### src/rtl/tone_player_if.sv
// Piezo tone player bus: play request, melody select, speaker and busy.
// The master requests melodies; the slave (player) drives speaker and busy.
interface tone_player_if;
    logic       speakerCall;
    logic [1:0] soundCode;
    logic       speaker;
    logic       busy;

    modport master (
        output speakerCall,
        output soundCode,
        input  speaker,
        input  busy
    );

    modport slave (
        input  speakerCall,
        input  soundCode,
        output speaker,
        output busy
    );
endinterface

### src/rtl/tone_player.sv
// Melody sequencer for a piezo speaker: note ROM, tone and duration timers.
// Optional macro TONE_PLAYER_MUTE_EN adds a mute input that silences speaker.
module tone_player #(
    parameter int TICK_DIV  = 50000,
    parameter int GAP_TICKS = 50
) (
    input  logic clk,
    input  logic reset_n,
`ifdef TONE_PLAYER_MUTE_EN
    input  logic mute,
`endif
    tone_player_if.slave bus
);

    localparam int PW = (TICK_DIV > 1) ? $clog2(TICK_DIV) : 1;

    typedef enum logic [1:0] {
        IDLE,
        LOAD,
        PLAY,
        GAP
    } state_t;

    state_t        state, stateN;
    logic          callQ;
    logic [1:0]    code, codeN;
    logic [2:0]    idx, idxN;
    logic [16:0]   halfPer, halfN;
    logic [9:0]    durTk, durN;
    logic [16:0]   toneCnt, toneN;
    logic [PW-1:0] preCnt, preN;
    logic [9:0]    tickCnt, tickN;
    logic          spk, spkN;
    logic          req, tick, melodyEnd, ignore;

    // {half-period clocks, duration ticks} for each note of each melody
    function automatic logic [26:0] noteRom(input logic [1:0] c,
                                            input logic [2:0] i);
        logic [26:0] r;
        r = '0;
        case ({c, i})
            5'b00_000, 5'b00_001,
            5'b00_010, 5'b00_101: r = {17'd56818, 10'd500};
            5'b00_011:            r = {17'd71633, 10'd350};
            5'b00_100:            r = {17'd47801, 10'd150};
            5'b01_000:            r = {17'd47801, 10'd30};
            5'b10_000:            r = {17'd37936, 10'd80};
            5'b10_001:            r = {17'd31888, 10'd120};
            default:              r = '0;
        endcase
        return r;
    endfunction

    // index of the final note of a melody
    function automatic logic [2:0] lastIdx(input logic [1:0] c);
        logic [2:0] r;
        case (c)
            2'd0:    r = 3'd5;
            2'd2:    r = 3'd1;
            default: r = 3'd0;
        endcase
        return r;
    endfunction

    // next-state and datapath updates
    always_comb begin
        stateN    = state;
        codeN     = code;
        idxN      = idx;
        halfN     = halfPer;
        durN      = durTk;
        toneN     = toneCnt;
        preN      = preCnt;
        tickN     = tickCnt;
        spkN      = 1'b0;
        melodyEnd = 1'b0;
        req       = (bus.speakerCall != callQ);
        tick      = (preCnt == PW'(TICK_DIV - 1));

        case (state)
            IDLE: begin
                if (req) begin
                    stateN = LOAD;
                    codeN  = bus.soundCode;
                    idxN   = 3'd0;
                end
            end
            LOAD: begin
                {halfN, durN} = noteRom(code, idx);
                toneN  = '0;
                preN   = '0;
                tickN  = '0;
                stateN = (code == 2'd3) ? IDLE : PLAY;
            end
            PLAY: begin
                preN = tick ? '0 : preCnt + PW'(1);
                if (toneCnt == halfPer - 17'd1) begin
                    toneN = '0;
                    spkN  = ~spk;
                end else begin
                    toneN = toneCnt + 17'd1;
                    spkN  = spk;
                end
                if (tick) begin
                    if (tickCnt == durTk - 10'd1) begin
                        tickN = '0;
                        spkN  = 1'b0;
                        if (idx == lastIdx(code)) begin
                            melodyEnd = 1'b1;
                            stateN    = IDLE;
                        end else begin
                            stateN = GAP;
                        end
                    end else begin
                        tickN = tickCnt + 10'd1;
                    end
                end
            end
            GAP: begin
                preN = tick ? '0 : preCnt + PW'(1);
                if (tick) begin
                    if (tickCnt == 10'(GAP_TICKS - 1)) begin
                        tickN  = '0;
                        idxN   = idx + 3'd1;
                        stateN = LOAD;
                    end else begin
                        tickN = tickCnt + 10'd1;
                    end
                end
            end
            default: stateN = IDLE;
        endcase

        // game-over may not be cut short by step/apple, unless it just ended
        ignore = (code == 2'd0)
               && (bus.soundCode == 2'd1 || bus.soundCode == 2'd2)
               && !melodyEnd;

        if (req && state != IDLE && !ignore) begin
            stateN = LOAD;
            codeN  = bus.soundCode;
            idxN   = 3'd0;
            spkN   = 1'b0;
        end
    end

    // state and datapath registers with synchronous reset
    always_ff @(posedge clk) begin
        if (!reset_n) begin
            state   <= IDLE;
            callQ   <= bus.speakerCall;
            code    <= '0;
            idx     <= '0;
            halfPer <= '0;
            durTk   <= '0;
            toneCnt <= '0;
            preCnt  <= '0;
            tickCnt <= '0;
            spk     <= 1'b0;
        end else begin
            state   <= stateN;
            callQ   <= bus.speakerCall;
            code    <= codeN;
            idx     <= idxN;
            halfPer <= halfN;
            durTk   <= durN;
            toneCnt <= toneN;
            preCnt  <= preN;
            tickCnt <= tickN;
            spk     <= spkN;
        end
    end

`ifdef TONE_PLAYER_MUTE_EN
    assign bus.speaker = spk & ~mute;
`else
    assign bus.speaker = spk;
`endif
    assign bus.busy = (state != IDLE);

endmodule

### src/flat_wrapper.sv
// flat-port wrapper written by rule: the top's interface ports become plain ports
module tone_player_flat 
#(
    parameter int TICK_DIV  = 50000,
    parameter int GAP_TICKS = 50
)
  (clk, reset_n, bus_speakerCall, bus_soundCode, bus_speaker, bus_busy);
  tone_player_if bus_i ();
  input  logic clk;
  input  logic reset_n;
  input wire logic [$bits(bus_i.speakerCall)-1:0] bus_speakerCall;
  input wire logic [$bits(bus_i.soundCode)-1:0] bus_soundCode;
  output wire logic [$bits(bus_i.speaker)-1:0] bus_speaker;
  output wire logic [$bits(bus_i.busy)-1:0] bus_busy;
  assign bus_i.speakerCall = bus_speakerCall;
  assign bus_i.soundCode = bus_soundCode;
  assign bus_speaker = bus_i.speaker;
  assign bus_busy = bus_i.busy;
  tone_player #(.TICK_DIV(TICK_DIV), .GAP_TICKS(GAP_TICKS)) u_core (.clk(clk), .reset_n(reset_n), .bus(bus_i));
endmodule
### config.mk
export PLATFORM = sky130hd
export DESIGN_NAME = tone_player_flat
export DESIGN_NICKNAME = d
export VERILOG_FILES = /design/src/rtl/tone_player_if.sv /design/src/rtl/tone_player.sv /design/src/flat_wrapper.sv
export SDC_FILE = /design/constraint.sdc
export NUM_CORES = 1
export LEC_CHECK = 0
export CAP_MARGIN = 20
export CORE_MARGIN = 2
export CORE_UTILIZATION = 60
export CTS_CLUSTER_SIZE = 14
export DETAILED_ROUTE_END_ITERATION = 7
export HOLD_SLACK_MARGIN = 0.05
export PLACE_DENSITY = 0.8
export SYNTH_ARGS = -nofsm -noshare
export SYNTH_HDL_FRONTEND = slang
export SYNTH_SLANG_ARGS = --single-unit
### constraint.sdc
create_clock -name clk -period 10.4 [get_ports clk]
set_clock_uncertainty 0.2 [all_clocks]
set_input_delay 1.56 -clock clk [delete_from_list [all_inputs] [get_ports clk]]
set_output_delay 1.56 -clock clk [all_outputs]
set_load 0.01 [all_outputs]
==> impl_results.md <==
* Ys async rst share at 0
* Postcts setup bufs at 0
* Hold path endpoint: u_core.durTk[2]
* 1st-iter DRT viols at 249
* Seq cells post-synth at 67
* Number of hold violations in the final report at 0
* Share of cells above drive strength 1 at 0.07339
* Wire per inst at 15.66 µm
* Max_slew headroom at 0.3072
* Gr usage total at 0.2587
* WS Path Type: register to register
* Worst Setup End Kind: register
* Post-Syn Area at 4464 µm²
* Peak Freq at ~270 MHz
* Slew Viols, Final at 0
* Clock Tree Root: clkbuf_8
* Number of flops mapped to enable cells by yosys at 0
* H-tree level count at 3
* M3 GR Usage at 0.03673
* Vias at 4019
* Post-DRT Antenna Nets at 0
* Worst skew pair latency at about 0.35 ns
* Die area at between 8000 and 9000 µm²
* # fillers at 600
* Setup TNS at 0 ns
* Lkg Pwr at around 1.7 nW
* CTS buffer count at 9
* R2R depth at 11
* Max Cap Viol at 0
* Met1 Use GR at 0.3483
* CTS max path bufs at 2
* Yosys warns at 0
* Post-CTS Hold Fix Bufs at 0
* Dominant synthesized flop cell: dfxtp_1
* Critical path startpoint category: register
* Antenna Cells at 0
* Port bufs at 6
* CTS sink count at 67
* Reg2reg setup slack at 6.71 ns
* Core area at between 7000 and 8000 µm²
* Post-DP HPWL at 7.204 mm
* Initial core utilization at 0.6188
* DRT Pass-1 Iters at 5
* CTS resizes at 0
* Die H at 90.26 µm
* Global-route wire length before repair at 17.57 mm
* Final WL at 10.08 mm
* Final Util at 0.6597
* Setup WS pre-CTS at 6.717 ns
* Met2 GRT Util at 0.4173
* DRC at 0
* Mapped Cells at between 500 and 600
* Tcrit/Tclk final at 0.3547
* Clock transition at path regs at 0.08 ns
* Final setup margin at about 6.7 ns
* RR Endpoint: u_core.toneCnt[11]
* Area grow syn2layout at 6.614%
* Worst VDD drop at a little under 0.09 mV
* Period minus WS final at around 3.7 ns
* Largest net degree at the start of global routing at 67
* Setup repair after global routing missed its margin: no
* Placed Area at 4543 µm²
* Aggregate global routing overflow at 0
* Hold Crit Class: register to register
* Mapped Avg Cell Area at 8.176 µm²
* Antenna violations before repair at 0
* Vias/cell at 6.241
* Arr. time, crit path at roughly 3.7 ns
* NumNets Final at 562
* Hold WS at 0.3345 ns
* Synth Net Count at 568
* GRT busiest layer: met2
* Setup violations, final at 0
* Final GP Congestion at 0.8551
* Finished Layout Cells at between 600 and 700
* Hold Path Cell Cnt at 1
* Max Fanout on Critical Path at 12
* Die X at 90.26 µm
* DP Cell Count at 627
* Pin slew with the least headroom to its limit at ~1.0 ns
* Critical Path RT at around 10 ns
* Hold Startpoint: u_core.durTk[2]
* Pwr dens at approximately 170 nW/µm²
* Ports at 7
* Number of global-route vias before repair at 3721
* Status: finished clean
* Site Rows at 31
* CTS tree: yes
* Multi-input combinational cell area at about 2900 µm²
* Post-route cell area at 4760 µm²
* Register area at around 1300 µm²
* Synth cell types at 73
* Reg2Reg Launch Point: u_core.halfPer[9]
* Overall power at 813.9 µW
* Post-synthesis sequential area ratio at 0.3004
-- area by class of cell --
cell class / count / share of cell area
multi-input cells: 435 / 0.6186
clock inverters: 6 / 0.01498
repair buffers: 8 / 0.01472
clock buffers: 10 / 0.02892
well taps: 99 / 0.02603
flip-flops and latches: 67 / 0.2818
inverters: 19 / 0.01498
-- critical path, cell delays in order (launching register included) --
cell	delay (ns)
dfxtp_1	0.57
inv_1	0.16
ha_1	0.33
ha_1	0.28
nor4b_1	0.17
or3_1	0.35
a2111oi_2	0.41
o211ai_2	0.15
o41ai_2	0.32
buf_4	0.23
nor3_1	0.08
a311o_1	0.30
-- state kept, by name, summed over array words and instances, names as in the netlist, 2 cells and up --
name	flops
u_core.durTk	3
u_core.preCnt	16
u_core.toneCnt	17
u_core.code	2
u_core.state	2
u_core.idx	3
u_core.halfPer	12
u_core.tickCnt	10
-- cell families (layout without fill, tap and decap cells) --
kind of cell	count (synthesis)	in the layout	share of synthesized area
buffers and inverters	44	43	0.04008
multiplexers	6	6	0.01373
flip-flops	67	67	0.3004
adder cells (fa/ha/maj)	17	17	0.04764
AO/OA/AOI/OAI	115	115	0.1811
XOR/XNOR	56	56	0.1099
AND/OR/NAND/NOR	241	241	0.3072
-- layout by cell type, fill, tap and decap left out, types with 3 or more instances in the layout --
master / n
xor2_1: 18
clkdlybuf4s50_1: 5
nor3b_1: 6
xnor2_1: 38
a31oi_1: 4
o31a_1: 6
nor4_1: 6
mux2i_1: 5
nand4b_1: 5
nor2_1: 51
dfxtp_1: 67
or3_1: 3
nand3b_1: 9
a31o_2: 4
inv_1: 17
o22ai_1: 9
nor4b_1: 5
o21ai_0: 21
nand2_1: 34
a21boi_0: 4
o211ai_1: 3
ha_1: 17
nand3_1: 19
o21a_1: 10
a21oi_1: 23
and3_1: 25
or4_1: 6
nor2b_1: 14
and2_1: 7
clkbuf_8: 10
nand4_1: 12
nand2b_1: 11
nor3_1: 12
-- synthesized netlist by cell type (7+ instances only) --
| cell type | instances | area [µm²] |
|---|---|---|
| dfxtp_1 | 67 | 1341 |
| o22ai_1 | 9 | 56.30 |
| nand4_1 | 12 | 75.07 |
| inv_1 | 17 | 63.81 |
| nor2b_1 | 14 | 87.58 |
| o21a_1 | 10 | 75.07 |
| nor3_1 | 12 | 60.06 |
| nand2_1 | 34 | 127.6 |
| and3_1 | 25 | 156.4 |
| xnor2_1 | 38 | 332.8 |
| nand2b_1 | 11 | 68.82 |
| nand3_1 | 19 | 95.09 |
| clkbuf_1 | 20 | 75.07 |
| xor2_1 | 18 | 157.7 |
| ha_1 | 17 | 212.7 |
| nor2_1 | 51 | 191.4 |
| and2_1 | 7 | 43.79 |
| o21ai_0 | 21 | 105.1 |
| nand3b_1 | 9 | 67.56 |
| a21oi_1 | 23 | 115.1 |
-- worst max path at each step --
stage / startpoint / endpoint / cells past startpoint
finish: u_core.halfPer[9] / u_core.toneCnt[11] / 11
global placement: bus_speakerCall / u_core.idx[1] / 6
floorplan: u_core.halfPer[9] / u_core.toneCnt[11] / 12
detailed placement: bus_speakerCall / u_core.idx[1] / 6
global route: u_core.halfPer[9] / u_core.toneCnt[11] / 11
CTS: u_core.halfPer[9] / u_core.toneCnt[11] / 11
-- per-layer routing --
metal | routed length [µm] | vias to the layer above
li1 | - | 1968
met1 | 4672 | 1918
met2 | 4710 | 109
met3 | 450 | 24
met4 | 249 | 0
met5 | 0 | -
-- power breakdown --
group | internal (mW) | total (mW) | switching (mW)
registers | 0.272 | 0.308 | 0.0357
clock network | 0.119 | 0.231 | 0.112
logic | 0.115 | 0.274 | 0.160
total | 0.507 | 0.814 | 0.307
Power figures use the tool's default switching activity.
